==> config.mk <==
export PLATFORM = sky130hd
export DESIGN_NAME = fir_serial_mac
export DESIGN_NICKNAME = d
export VERILOG_FILES = /design/src/rtl/fir_serial_mac.sv
export SDC_FILE = /design/constraint.sdc
export NUM_CORES = 2
export LEC_CHECK = 0
export BUFFER_PORTS_ARGS = -buffer_cell sky130_fd_sc_hd__buf_2
export CAP_MARGIN = 20
export CORE_MARGIN = 5
export CORE_UTILIZATION = 52
export CTS_CLUSTER_DIAMETER = 40
export CTS_CLUSTER_SIZE = 40
export DETAILED_ROUTE_END_ITERATION = 6
export GPL_ROUTABILITY_DRIVEN = 0
export PLACE_DENSITY = 0.79
export RECOVER_POWER = 100
export SYNTH_ARGS = -nofsm -noshare
export SYNTH_HDL_FRONTEND = slang
export SYNTH_SLANG_ARGS = --single-unit
==> constraint.sdc <==
create_clock -name clk -period 14.25 [get_ports clk]
set_input_delay 2.1375 -clock clk [delete_from_list [all_inputs] [get_ports clk]]
set_output_delay 2.1375 -clock clk [all_outputs]
set_load 0.1 [all_outputs]
==> src/rtl/fir_serial_mac.sv <==
// Serial-MAC FIR filter: TAPS-entry circular sample buffer and coefficient RAM
// sharing one multiplier and one accumulator.
// Latency: output pulse TAPS+1 cycles after a sample is accepted; one sample per TAPS+2 cycles.
// Backpressure: in_ready is high only in IDLE; the source must hold the sample until accepted.
// Ports:
//   clk, rst                        clock and synchronous active-high reset
//   in_data/in_valid/in_ready       sample input handshake (signed DW)
//   coef_wr/coef_addr/coef_data     coefficient write port, honoured only in IDLE
//   out_data/out_valid              result (signed DW, held between pulses) and one-cycle strobe
//   busy                            high while a sample is being processed
module fir_serial_mac #(
  parameter int DW     = 16,
  parameter int CW     = 16,
  parameter int TAPS   = 21,
  parameter int OSHIFT = 15
) (
  input  logic                     clk,
  input  logic                     rst,
  input  logic [DW-1:0]            in_data,
  input  logic                     in_valid,
  output logic                     in_ready,
  input  logic                     coef_wr,
  input  logic [$clog2(TAPS)-1:0]  coef_addr,
  input  logic [CW-1:0]            coef_data,
  output logic [DW-1:0]            out_data,
  output logic                     out_valid,
  output logic                     busy
);

  localparam int AW  = $clog2(TAPS);
  localparam int PW  = DW + CW;
  localparam int ACW = PW + AW;

  localparam logic [AW-1:0] LAST  = AW'(TAPS - 1);
  localparam logic [AW:0]   NTAPS = (AW + 1)'(TAPS);

  // Rounding constant 2^(OSHIFT-1); evaluates to zero when OSHIFT is 0.
  localparam logic [ACW:0]        ONE  = (ACW + 1)'(1);
  localparam logic signed [ACW:0] RND  = $signed((ONE << OSHIFT) >> 1);
  localparam logic signed [ACW:0] SMAX = $signed({{(ACW + 2 - DW){1'b0}}, {(DW - 1){1'b1}}});
  localparam logic signed [ACW:0] SMIN = $signed({{(ACW + 2 - DW){1'b1}}, {(DW - 1){1'b0}}});

  typedef enum logic [1:0] {IDLE, MAC, OUT} state_t;

  state_t                 state;
  logic signed [DW-1:0]   sbuf [TAPS];
  logic signed [CW-1:0]   coef [TAPS];
  logic [AW-1:0]          wptr;   // oldest entry, overwritten by the next sample
  logic [AW-1:0]          rptr;   // x[n-k] for the current tap
  logic [AW-1:0]          k;
  logic signed [ACW-1:0]  acc;

  logic signed [PW-1:0]   prod;
  logic signed [ACW-1:0]  acc_next;
  logic signed [ACW:0]    rnd;
  logic signed [ACW:0]    shifted;
  logic [DW-1:0]          sat_data;
  logic [AW-1:0]          wptr_inc;
  logic [AW-1:0]          rptr_dec;

  assign in_ready = (state == IDLE);
  assign busy     = (state != IDLE);

  // Pointers wrap explicitly so non-power-of-two TAPS works.
  assign wptr_inc = (wptr == LAST) ? '0 : wptr + AW'(1);
  assign rptr_dec = (rptr == '0) ? LAST : rptr - AW'(1);

  always_comb begin
    prod     = PW'(sbuf[rptr]) * PW'(coef[k]);
    acc_next = acc + $signed({{AW{prod[PW-1]}}, prod});
    // One guard bit so the rounding add cannot wrap.
    rnd      = $signed({acc_next[ACW-1], acc_next}) + RND;
    shifted  = rnd >>> OSHIFT;
    if (shifted > SMAX) begin
      sat_data = {1'b0, {(DW - 1){1'b1}}};
    end else if (shifted < SMIN) begin
      sat_data = {1'b1, {(DW - 1){1'b0}}};
    end else begin
      sat_data = shifted[DW-1:0];
    end
  end

  always_ff @(posedge clk) begin
    if (rst) begin
      state     <= IDLE;
      out_valid <= 1'b0;
      out_data  <= '0;
      acc       <= '0;
      wptr      <= '0;
      rptr      <= '0;
      k         <= '0;
      for (int i = 0; i < TAPS; i++) begin
        sbuf[i] <= '0;
        coef[i] <= '0;
      end
    end else begin
      out_valid <= 1'b0;
      case (state)
        IDLE: begin
          // Coefficients only change here, so one output never mixes old and new sets.
          if (coef_wr && ({1'b0, coef_addr} < NTAPS)) begin
            coef[coef_addr] <= coef_data;
          end
          if (in_valid) begin
            sbuf[wptr] <= in_data;
            rptr       <= wptr;
            wptr       <= wptr_inc;
            acc        <= '0;
            k          <= '0;
            state      <= MAC;
          end
        end
        MAC: begin
          acc  <= acc_next;
          rptr <= rptr_dec;
          if (k == LAST) begin
            // Final tap: the result is formed from acc_next so out_valid lands in OUT.
            out_data  <= sat_data;
            out_valid <= 1'b1;
            state     <= OUT;
          end else begin
            k <= k + AW'(1);
          end
        end
        OUT: begin
          state <= IDLE;
        end
        default: begin
          state <= IDLE;
        end
      endcase
    end
  end

endmodule

After elaboration in Yosys (flattened, before gate mapping)
Memory sizes are Yosys's and may differ from the RTL's. A register that Yosys moved wholly into a read port is not among the register bits.
Index checks and enable logic that the tools add are counted.
W data, S select, Z words.
{ "classes": {"add_sub_neg": 5, "mul": 1, "n_lt_le_gt_ge": 3, "eq_ne": 6, "muxes": 35, "bitwise": 1, "n_reduce_logical": 13} }
{ "ops": {"columns": ["op", "count"], "rows": [
  ["$pmux W37 S2", 1],
  ["$mux W16", 4],
  ["$mux W5", 11],
  ["$add A37 B16 Y38 const B", 1],
  ["$add A37 B32 Y37", 1],
  ["$mux W37", 1],
  ["$mul A16 B16 Y32", 1],
  ["$reduce_or A16 Y1", 2],
  ["$gt A23 B16 Y1 const B", 1],
  ["$lt A23 B16 Y1 const B", 1],
  ["$pmux W5 S2", 2],
  ["$mux W1", 13],
  ["$add A5 B1 Y5 const B", 2],
  ["$eq A5 B5 Y1 const B", 2],
  ["$reduce_and A2 Y1", 4],
  ["$ne A2 B2 Y1 const B", 3],
  ["$logic_not A5 Y1", 1],
  ["$lt A5 B5 Y1 const B", 1],
  ["$sub A5 B1 Y5 const B", 1],
  ["$mux W2", 2],
  ["$pmux W2 S2", 1],
  ["$reduce_bool A2 Y1", 2],
  ["$reduce_and A3 Y1", 1],
  ["$eq A2 B1 Y1 const B", 1],
  ["other kinds (4)", 4]
]} }
{ "totals": {"register_bits": 71, "ramBits": 672, "output_inout_bits": 19, "word_cells": 73, "mem_count": 2} }
{ "memory_table": {"columns": ["memory", "depth", "word_bits", "rd", "rd_ports_with_merged_regs", "write_ports", "line", "text"], "rows": [
  ["coef", 21, 16, 1, 1, 21, "47", "logic signed [CW-1:0] coef [TAPS];"],
  ["sbuf", 21, 16, 1, 1, 21, "46", "logic signed [DW-1:0] sbuf [TAPS];"]
]} }

Depth between registers and ports, before layout
{ "logic_depth": {"depth_word": 8, "depth_mapped": 38} }

Worst setup path after synthesis
OpenSTA, ideal clock, no wires.
{ "synth_timing": {"kind": "register to register", "startpoint": "reg (tool-made name)", "endpoint": "reg out_data[0]", "setup_ns": 0.125, "arrival_ns": 9.622, "required_ns": 14.125, "setup_slack_ns": 4.503, "stages_incl_launch_ff": 36, "period_less_slack_ns": 9.747, "path_cell_list": "dfxtp_1 buf_2 buf_2 clkbuf_1 buf_1 mux4_2 mux4_2 mux2i_1 clkbuf_1 nor2_1 fa_1 fa_1 inv_1 fa_1 inv_1 fa_1 inv_1 fa_1 inv_1 fa_1 ha_1 a21oi_1 o21ai_1 nor4_2 a21oi_2 a221oi_4 xnor2_1 and3_1 buf_6 and4_1 a41o_4 and2_4 buf_6 buf_6 o32ai_1 a21oi_1"} }
{ "synth_rtl": {"columns": ["item", "line", "text"], "rows": [
  ["to (signal assigned)", "118", "out_data <= sat_data;"],
  ["to (decl)", "25", "output logic [DW-1:0] out_data,"]
]} }

==> impl_metrics.ini <==
[critical_path]
cpPeakStageDelay_ns = 0.97
critPathRequiredTime_ns = 14.91
cp_max_fo = 64
crit_top_cell = fa_1
slowest_stage = dfxtp_4
critical_path_class = reg2reg
r2r_end = out_data[9]$_SDFFE_PP0P_
worstSetupStartpointType = flip-flop
rr_worst_depth = 27
r2r_setup_slack_ns = 2.25
critPathBufInv = 4
worstSetupEndpointType = flip-flop
crit_arrival_ns = 12.66
critPathTopFamily = adder cells

[timing]
rsz0062_at_grt = no
tightest_slew_ns = 3.21
slew_headroom = -1.14
fin_tns_setup_ns = 0
hold_viol_final = 0
finalSetupViolCount = 0
min_period_ns = 12.00
worst_slack_ns = 2.25
drv_slew = 679
post-route-period-util = 0.842
max_freq_ghz = 0.0833
finClkSkew_ns = 0.0541

[clocking]
cts_sinks = 1105
h-tree-depth = 3
cts_tree = done
cts_buffer_depth = 3
clk_latency_ns = 0.73
ctsHoldBuffers = 0
cts-buffers-inserted = 116
clk_pin_slew_ns = 0.07
cts_setup_buffers = 0
root_buffer = clkbuf_16
cts_resized = 0

[synthesis]
syn_inst = 4185
synth_top_area_cell = edfxtp_1
synth-warning-count = 0
ys.flop_type = edfxtp_1
synth_common_cells = 1024 x edfxtp_1, 698 x and2_1, 388 x inv_1, 318 x fa_1, 308 x mux4_2
ys_types = 96
synth-seq-cells = 1105
yosys.cell_count.top_type = edfxtp_1
synth_edf_count = 1024
netlist_top_cells_area = edfxtp_1 51%, mux4_2 12%, fa_1 11%, and2_1 7.3%, dfxtp_1 2.7%
yosysTopAreaCellShare = 0.514
syn_avg_cell_area_um2 = 14.3
async_flop_share = 0
yosysSeqAreaShare = 0.541
syn_area_um2 = 59900

[flow_run]
max-cap-violations = 21

[finish]
finalNonFillerCells = 5979
syn_to_final_growth_pct = 10.5
fin_area_um2 = 66200
final_nets = 4840
final_layout_size_suffix_gt1_frac = 0.138

[die]
die_y_um = 349
chipWidth_um = 349
fp-row-count = 124
core_area_um2 = 114000
start_util = 0.524
die_area_um2 = 122000
io_pins = 60

[placement]
place_ws_ns = 2.97
placed_area_um2 = 62300
dp_hpwl_mm = 91.8
io_buffers = 59
place_inst = 5756

[detailed_routing]
wl_per_cell_um = 23.7
initialDrtViolationCount = 4164
drc_errors = 0
postRouteAntennaNets = 0
routed_wl_mm = 142
drtPass1Iterations = 7
routed_via_density = 5.86
vias = 35027

[hold_path]
hold_class = reg2reg
holdPathEnd = out_data[15]$_SDFFE_PP0P_
min-delay-start = out_data[15]$_SDFFE_PP0P_
worstHoldPathCells = 2

[global_routing]
overflow = 0
grtUsageTotal = 0.234
grt_pass1_vias = 36492
grt_max_degree = 86
grt_pass1_wl_mm = 219
antenna_found_initial = 1

[outcome]
violations = capacitance limit, slew limit
status = finished with violations
## per-layer routing
metal	global-route usage	part of all wire	vias to the layer above
met5	0	0.000099	-
met1	0.317	0.38	17960
li1	-	-	14949
met4	0.0802	0.039	2
met2	0.389	0.49	1759
met3	0.0417	0.086	357
## stage by stage
step | util | hold slack (ns)
2_1_floorplan | - | 0.448
3_3_place_gp | 0.545 | 0.436
3_5_place_dp | 0.545 | 0.439
4_1_cts | 0.582 | 0.454
5_1_grt | 0.579 | 0.494
6_report | 0.579 | 0.457
## tightest hold or removal path, cell delays in order (launching register included)
cell,delay [ns]
dfxtp_1,0.33
nand2_1,0.05
o21ai_0,0.05
## worst max-delay path by stage
stage,startpoint,end,slack (ns),depth (start not counted)
floorplan,flip-flop,out_data[0]$_SDFFE_PP0P_,4.50,35
global placement,flip-flop,out_data[14]$_SDFFE_PP0P_,3.20,28
detailed placement,flip-flop,out_data[3]$_SDFFE_PP0P_,2.97,28
CTS,flip-flop,out_data[9]$_SDFFE_PP0P_,2.95,28
global route,flip-flop,out_data[0]$_SDFFE_PP0P_,1.40,27
finish,flip-flop,out_data[9]$_SDFFE_PP0P_,2.25,27
## placed cells by master (no fill, tap or decap), types with 74 or more instances in the layout
| cell type | n |
|---|---|
| inv_1 | 388 |
| ha_1 | 117 |
| conb_1 | 176 |
| clkbuf_16 | 117 |
| fa_1 | 318 |
| dfxtp_1 | 74 |
| nor2_1 | 233 |
| edfxtp_1 | 1024 |
| mux4_2 | 308 |
| clkbuf_1 | 115 |
| a21oi_1 | 77 |
| nand2_1 | 170 |
| and2_0 | 406 |
| and2_1 | 292 |
## state kept, by name, indices dropped and copies added (netlist names), named ones only
name       flops
coef         512
sbuf         512
acc           37
out_data      16
k              5
rptr           5
wptr           5
state          2
out_valid      1
## logic make-up (layout without fill, tap and decap cells)
logic type               Yosys count  in the layout  synth area share
other                              1            177         0.0000626
flip-flops                      1105           1105             0.541
AND/OR/NAND/NOR                 1351           1351             0.125
buffers and inverters            646            752            0.0422
XOR/XNOR                          51             51           0.00759
AO/OA/AOI/OAI                    233            233            0.0278
multiplexers                     363            363             0.126
adder cells (fa/ha/maj)          435            435             0.131
## area by class of cell
| type | count | area (um^2) |
|---|---|---|
| Antenna cell | 1 | 2.50 |
| Clock buffer | 123 | 2950 |
| Clock inverter | 97 | 1250 |
| Fill cell | 8506 | 48200 |
| Inverter | 388 | 1460 |
| Multi-Input combinational cell | 2609 | 25500 |
| Sequential cell | 1105 | 32400 |
| Tap cell | 1512 | 1890 |
| Timing Repair Buffer | 144 | 694 |
Power is not shown: default switching activity piles up to over one toggle a cycle in this logic, so the estimate is an artifact.
